--- config.mk ---
export PLATFORM = sky130hd
export DESIGN_NAME = sign_mag_serial_adder
export DESIGN_NICKNAME = d
export VERILOG_FILES = /design/src/rtl/sign_adder_pkg.sv /design/src/rtl/mux7.sv /design/src/rtl/sign_mag_serial_adder.sv
export SDC_FILE = /design/constraint.sdc
export NUM_CORES = 1
export LEC_CHECK = 0
export CORE_MARGIN = 3
export CORE_UTILIZATION = 56
export CTS_CLUSTER_DIAMETER = 40
export DETAILED_ROUTE_END_ITERATION = 16
export PLACE_DENSITY = 0.8
export REMOVE_ABC_BUFFERS = 1
export SLEW_MARGIN = 20
export SYNTH_ARGS = -nofsm -noshare
export SYNTH_HDL_FRONTEND = slang
export SYNTH_SLANG_ARGS = --single-unit
--- constraint.sdc ---
create_clock -name clk -period 1.95 [get_ports clk]
set_input_delay 0.195 -clock clk [delete_from_list [all_inputs] [get_ports clk]]
set_output_delay 0.195 -clock clk [all_outputs]
set_load 0.03 [all_outputs]
--- src/rtl/sign_adder_pkg.sv ---
// Shared constants and state encoding for the sign-magnitude serial adder datapath.
package sign_adder_pkg;

    localparam int MAG_W  = 7;
    localparam int WORD_W = 8;
    localparam int CNT_W  = 3;

    typedef enum logic [1:0] {
        IDLE    = 2'd0,
        COMPARE = 2'd1,
        SERIAL  = 2'd2,
        DONE    = 2'd3
    } state_t;

    // Counter value at which the final (MSB) magnitude bit is processed.
    localparam logic [CNT_W-1:0] LAST_BIT = CNT_W'(MAG_W - 1);

endpackage

--- src/rtl/mux7.sv ---
// 7-bit two-way mux used to order the operand magnitudes (sel=1 picks d1).
module mux7
    import sign_adder_pkg::*;
(
    input  logic             sel,
    input  logic [MAG_W-1:0] d0,
    input  logic [MAG_W-1:0] d1,
    output logic [MAG_W-1:0] y
);

    genvar gi;
    generate
        for (gi = 0; gi < MAG_W; gi = gi + 1) begin : g_bit
            assign y[gi] = sel ? d1[gi] : d0[gi];
        end
    endgenerate

endmodule

--- src/rtl/sign_mag_serial_adder.sv ---
// Sign-magnitude adder: orders magnitudes in one cycle, then adds/subtracts
// bit-serially LSB first over MAG_W cycles; results behind a valid/ready handshake.
module sign_mag_serial_adder
    import sign_adder_pkg::*;
(
    input  logic              clk,
    input  logic              rst_n,
    input  logic              in_valid,
    output logic              in_ready,
    input  logic [WORD_W-1:0] a,
    input  logic [WORD_W-1:0] b,
    output logic              out_valid,
    input  logic              out_ready,
    output logic [WORD_W-1:0] sum,
    output logic              ovf,
    output logic              busy
);

    state_t            state_reg, state_next;
    logic [WORD_W-1:0] a_reg, b_reg, sum_reg;
    logic [MAG_W-1:0]  large_reg, small_reg, res_reg;
    logic [CNT_W-1:0]  cnt_reg;
    logic              carry_reg, op_sub_reg, sign_reg, ovf_reg;

    logic              swap;
    logic [MAG_W-1:0]  large_mag, small_mag, final_mag;
    logic              s_bit, sum_bit, carry_next, last_bit;

    // Equal magnitudes keep A as the large operand.
    assign swap = b_reg[MAG_W-1:0] > a_reg[MAG_W-1:0];

    mux7 u_mux_large (
        .sel (swap),
        .d0  (a_reg[MAG_W-1:0]),
        .d1  (b_reg[MAG_W-1:0]),
        .y   (large_mag)
    );

    mux7 u_mux_small (
        .sel (swap),
        .d0  (b_reg[MAG_W-1:0]),
        .d1  (a_reg[MAG_W-1:0]),
        .y   (small_mag)
    );

    // Subtraction is large + ~small + 1; the +1 comes from the initial carry.
    assign s_bit      = small_reg[0] ^ op_sub_reg;
    assign sum_bit    = large_reg[0] ^ s_bit ^ carry_reg;
    assign carry_next = (large_reg[0] & s_bit) | (large_reg[0] & carry_reg) | (s_bit & carry_reg);
    assign final_mag  = {sum_bit, res_reg[MAG_W-1:1]};
    assign last_bit   = (cnt_reg == LAST_BIT);

    always_ff @(posedge clk or negedge rst_n) begin
        if (!rst_n) begin
            state_reg <= IDLE;
        end else begin
            state_reg <= state_next;
        end
    end

    always_comb begin
        state_next = state_reg;
        case (state_reg)
            IDLE:    if (in_valid)  state_next = COMPARE;
            COMPARE: state_next = SERIAL;
            SERIAL:  if (last_bit)  state_next = DONE;
            DONE:    if (out_ready) state_next = IDLE;
            default: state_next = IDLE;
        endcase
    end

    always_ff @(posedge clk or negedge rst_n) begin
        if (!rst_n) begin
            a_reg      <= '0;
            b_reg      <= '0;
            large_reg  <= '0;
            small_reg  <= '0;
            res_reg    <= '0;
            cnt_reg    <= '0;
            carry_reg  <= 1'b0;
            op_sub_reg <= 1'b0;
            sign_reg   <= 1'b0;
            sum_reg    <= '0;
            ovf_reg    <= 1'b0;
        end else begin
            case (state_reg)
                IDLE: begin
                    if (in_valid) begin
                        a_reg <= a;
                        b_reg <= b;
                    end
                end
                COMPARE: begin
                    large_reg  <= large_mag;
                    small_reg  <= small_mag;
                    sign_reg   <= swap ? b_reg[WORD_W-1] : a_reg[WORD_W-1];
                    op_sub_reg <= a_reg[WORD_W-1] ^ b_reg[WORD_W-1];
                    carry_reg  <= a_reg[WORD_W-1] ^ b_reg[WORD_W-1];
                    cnt_reg    <= '0;
                end
                SERIAL: begin
                    large_reg <= large_reg >> 1;
                    small_reg <= small_reg >> 1;
                    res_reg   <= final_mag;
                    carry_reg <= carry_next;
                    cnt_reg   <= cnt_reg + 1'b1;
                    if (last_bit) begin
                        // A zero magnitude never carries a negative sign.
                        sum_reg <= {sign_reg & (final_mag != '0), final_mag};
                        ovf_reg <= ~op_sub_reg & carry_next;
                        cnt_reg <= '0;
                    end
                end
                DONE: begin
                end
                default: begin
                end
            endcase
        end
    end

    assign in_ready  = (state_reg == IDLE);
    assign out_valid = (state_reg == DONE);
    assign busy      = (state_reg == COMPARE) || (state_reg == SERIAL);
    assign sum       = sum_reg;
    assign ovf       = ovf_reg;

endmodule

Word-level counts from Yosys, hierarchy flattened. Cells that the tools add are included.

Register bits after elaboration: 54. Bits in latches: 0. RAM bits: 0. Memory bits (read-only): 0. Input port bits: 20. Output and inout bits: 12. Logic and storage cells: 64. Memories: 0.

Add/sub/neg operators: 1. Multiply operators: 0. Divide/modulo/power cells: 0. Magnitude comparators: 1. Eq/ne operators: 7. Shifts and indexed selects: 0. Mux-type cells: 24. Bitwise operators: 12. Reduce and logical (&&, ||, !) cells: 7.

Operators with widths (count): 7-bit case mux with 2 select lines (2); 1-bit two-way mux (15); 2-bit case mux with 4 select lines (1); 7-bit greater-than comparator (1); 7-bit nonzero test (1); 2-bit two-way mux (3); 3-bit case mux with 2 select lines (1); 1-bit bitwise AND (5); 2-bit == test (second input constant) (2); 2-bit inequality test (second input constant) (2); 2-bit AND reduction (2); 1-bit bitwise XOR (4); 3-bit by 1-bit adder with 3-bit output (second input constant) (1); 3-bit == test (second input constant) (1); 3-bit two-way mux (1); 3-bit AND reduction (1); 2-bit by 1-bit == test with 1-bit output (second input constant) (1); 2-bit zero test (1); 2-bit by 1-bit inequality test with 1-bit output (second input constant) (1); 1-bit OR (2); 1-bit case mux with 2 select lines (1); 2-bit nonzero test (1); 1-bit logical OR (1); 1-bit NOT (1).

Depth between registers and ports, before layout.
Depth in word-level cells: 5. Mapped depth: 8. Depth with buffers taken out: 6.

Cells and area by module. Synthesis repeated with hierarchy kept, for this count alone.

Cell total of the unflattened synthesis: 234. Area total of the unflattened synthesis: 2731.4 um^2.

Modules (own cells, without submodules): sign_mag_serial_adder (instances 1, cells each 218, area each 2498.6 um^2, sequential area each 1326.3 um^2); mux7 (instances 2, cells each 8, area each 116.4 um^2, sequential area each 0.0 um^2).

Least setup slack after synthesis. Ideal clock, no wire load.

Kind: register to register. From: register state_reg[0]. To: register large_reg[5]. Setup time: 0.131 ns. Data arrival time: 1.708 ns. Data required time: 1.819 ns. Slack: 0.111 ns. Stages on the path, launching flop included: 9. Buffers on the path: 3. Clock period less this slack: 1.839 ns. Cells stage by stage: dfrtp_1 inv_1 ha_1 buf_4 nor2b_1 buf_2 buf_2 a31oi_1 nand3_1.

Longest elaborated chain between the ends: 2. Elaborated cells on any way between the ends: 4. Those cells by class: 2 x eq/ne; 1 x mux; 1 x reduce/logical.

RTL lines: start: declaration (line sign_mag_serial_adder.sv:19) `state_t state_reg, state_next;`; start signal: assignment (line sign_mag_serial_adder.sv:57) `state_reg <= state_next;`; 2-bit == test or 2-bit by 1-bit == test with 1-bit output (tied branches) (line sign_mag_serial_adder.sv:86) `case (state_reg)`; 7-bit case mux with 2 select lines or 2-bit nonzero test (tied branches); end signal: assignment (line sign_mag_serial_adder.sv:94) `large_reg <= large_mag;`; end signal: assignment (line sign_mag_serial_adder.sv:102) `large_reg <= large_reg >> 1;`; end: declaration (line sign_mag_serial_adder.sv:21) `logic [MAG_W-1:0] large_reg, small_reg, res_reg;`.

Parallel ways exist; a longest one is shown, timed or not. A chain may end at the register's enable or synchronous reset.

Final worst setup path.
From: register a_reg[2]. To: register small_reg[5].

Longest elaborated chain between the ends: 3.

RTL lines: start: declaration (line sign_mag_serial_adder.sv:20) `logic [WORD_W-1:0] a_reg, b_reg, sum_reg;`; start signal: assignment (line sign_mag_serial_adder.sv:74) `a_reg <= '0;`; start signal: assignment (line sign_mag_serial_adder.sv:89) `a_reg <= a;`; 7-bit greater-than comparator (line sign_mag_serial_adder.sv:30) `assign swap = b_reg[MAG_W-1:0] > a_reg[MAG_W-1:0];`; 1-bit two-way mux (line mux7.sv:14) `assign y[gi] = sel ? d1[gi] : d0[gi];`; 7-bit case mux with 2 select lines (line sign_mag_serial_adder.sv:86); end signal: assignment (line sign_mag_serial_adder.sv:95) `small_reg <= small_mag;`; end signal: assignment (line sign_mag_serial_adder.sv:103) `small_reg <= small_reg >> 1;`; end: declaration (line sign_mag_serial_adder.sv:21).

No other way between the ends.

==> results.toml <==
[final_layout]
multiInputGateArea_um2 = 1340
final_cell_mix = "52 x dfrtp_1, 28 x clkdlybuf4s50_1, 25 x mux2_2"
fill_cells = 403
num_antenna_cells = 0
finish.instance_area_um2 = 3360
final_nets = 343
synthToLayoutAreaGrowth_pct = 18.1
final_common_cell = "dfrtp_1"
seqCellArea_um2 = 1330
layout-drive-gt1-share_pct = 18.6
layout.cells.non_filler = 379

[place]
portBuffers = 31
finalWeightedCongestion = 0.808
placed_area_um2 = 3260
dp_hpwl_um = 4210
place_inst = 370

[cts]
clkTransAtPathRegs_ns = 0.10
clock_latency_ns = 0.31
cts_tree = "built"
post_cts.repair.setup_buffers = 0
ctsHtreeMaxLevel = 2
clock_sinks = 53
root_buffer = "clkbuf_8"
clk_path_buf_depth = 2
cts_buffers = 5

[power_and_ir_drop]
swShare_pct = 45.2
vdd.ir_drop.worst_mv = 1.45
p_seq_share_pct = 31.5
internal_power_uw = 3440
pwr-share-comb_pct = 58.5
clkPwrFrac_pct = 10.0
switchingPower_uw = 2840
p_total_uw = 6280
power_density_nw_per_um2 = 1870
p_leak_uw = 0.00146

[floorplan]
dieWidth_um = 77.3
die_y_um = 77.3
io_pins = 32
rows = 25
die_area_um2 = 5970
core_um2 = 4820
floorplan.initialDensity_pct = 59.0

[synthesis]
synth_edf_count = 0
syn_avg_cell_area_um2 = 10.3
synth_area_leaders = "dfrtp_1 47%, mux2_2 9.9%, ha_1 4.8%"
yosysWarningCount = 0
synthDistinctLibCells = 39
synth_top_flop_cell = "dfrtp_1"
syn_area_um2 = 2840
yosys.area.top_type = "dfrtp_1"
yosysTopAreaCellShare_pct = 46.7
synth_seq_area_share_pct = 46.7
async_flop_share_pct = 100
synth_cells = 277
yosys_register_bits = 53

[timing]
maxSlewHeadroom_pct = 58.9
rsz0062_at_grt = "false"
setup_violations = 0
fmax_mhz = 547
holdWs_ns = 0.414
worst_slew_pin_slew_ns = 0.616
clock_skew_ns = 0.0124
period_needed_ns = 1.83
period_share_pct = 93.7
hold_violations = 0
slew_violations = 0

[global_routing]
first_global_vias = 2257
grt_max_degree = 37
grt_antenna_before_repair = 0
grt_pass1_wl_um = 10300
grt_usage_pct = 21.3
grt-ovfl-total = 0

[setup_path]
max_stage_delay_ns = 0.43
critPathLaunchType = "flop"
worst_ep_required_time_ns = 2.13
worstSetupEndpointType = "flop"
critPathKind = "reg -> reg"
rr_worst_depth = 6
cp_slowest_cell = "dfrtp_2"
worstPathArrival_ns = 2.01
path_cells = "inv_1 -> ha_1 -> and3b_1 -> o21a_4 -> o2111ai_1 -> nand3_1"
crit_fanout = 15

[drt]
first_iter_violations = 145
drtAntennaViolNets = 0
vias = 2279
vias_per_cell = 6.01
finalWirelength_um = 5920
drc_errors = 0
wl_per_cell_um = 15.6
drt_first_pass_iters = 5

[run_status]
outcome = "complete, no violations"

[flow_run]
max_cap_violations = 0

[hold_path]
hold_class = "in -> async"
-- kinds of logic after synthesis --
| group | after synthesis | share of synthesized area (%) |
|---|---|---|
| DFF | 53 | 46.7 |
| muxes | 28 | 11.3 |
| buffers and inverters | 36 | 6.34 |
| xor gates and xnor gates | 2 | 0.616 |
| AOI/OAI and AO/OA | 63 | 14.5 |
| adders and majority gates | 12 | 5.55 |
| and+or+nand+nor | 83 | 15.1 |
-- power by group through the flow --
stage                     logic, uW  registers (uW)  clock network, uW
after floorplan                2510            1900                  0
after global routing           4080            2040                691
final                          3670            1980                626
after global placement         3450            1960                  0
after detailed placement       3630            1990                  0
after CTS                      3650            1970                643
-- what timing repair did --
item                       4_1_cts  5_1_grt
setup endpoints to repair       10        3
hold endpoints to repair        24        0
hold buffers                     1        0
gates resized for setup          2        1
-- area by class of cell --
class                      instances  area share (%)
sequential                        53            39.5
multi-input combinational        188            40.0
tap                               67            2.50
clock inverter                     2           0.410
clock buffer                       6            2.16
timing repair buffer              46            13.5
inverter                          17            1.90
-- cell usage after synthesis, types with 3 or more instances --
master     count
ha_1          11
inv_1         17
nand3_1       19
o21ai_0       15
a21oi_1       13
mux2_2        25
buf_2          9
clkbuf_1       3
nand4_1       14
o2111ai_1     13
dfrtp_1       53
a31oi_1       13
nor2_1        14
buf_4          5
nand2_1       21
-- metrics by stage --
step,worst slack [ns],utilization (%),setup TNS (ns)
after global placement,0.0605,67.6,0
final,0.122,69.7,0
after floorplan,-1.13,-,-13.65
after detailed placement,-0.00695,67.6,-0.00695
after global routing,0.00886,69.7,0
after CTS,0.0992,69.7,0
-- per-layer routing --
layer / share of wire, % / global-route usage, % / wire, um
met1: 44 / 27.2 / 2580
met2: 48 / 34.9 / 2860
met3: 6.0 / 4.34 / 354
met4: 2.2 / 9.61 / 129
met5: 0 / 0 / 0
-- path summary, 6_finish.rpt --
check                          from      endpoint  slack [ns]
max in group asynchronous     rst_n     carry_reg        0.98
setup / recovery           a_reg[2]  small_reg[5]        0.12
min in group clk               a[2]      a_reg[2]        0.49
hold / removal                rst_n  large_reg[3]        0.41
hold reg to reg              sum[7]        sum[7]        0.49
setup reg to reg           a_reg[2]  small_reg[5]        0.12
-- worst max-delay path, delay by kind of cell, from the launching register on --
family                     cells  cell delay [ns]
adders and majority gates      1             0.34
and+or+nand+nor                2             0.33
buffers and inverters          1             0.06
AOI/OAI and AO/OA              2             0.54
DFF                            1             0.43
Power figures use the tool's default switching activity.
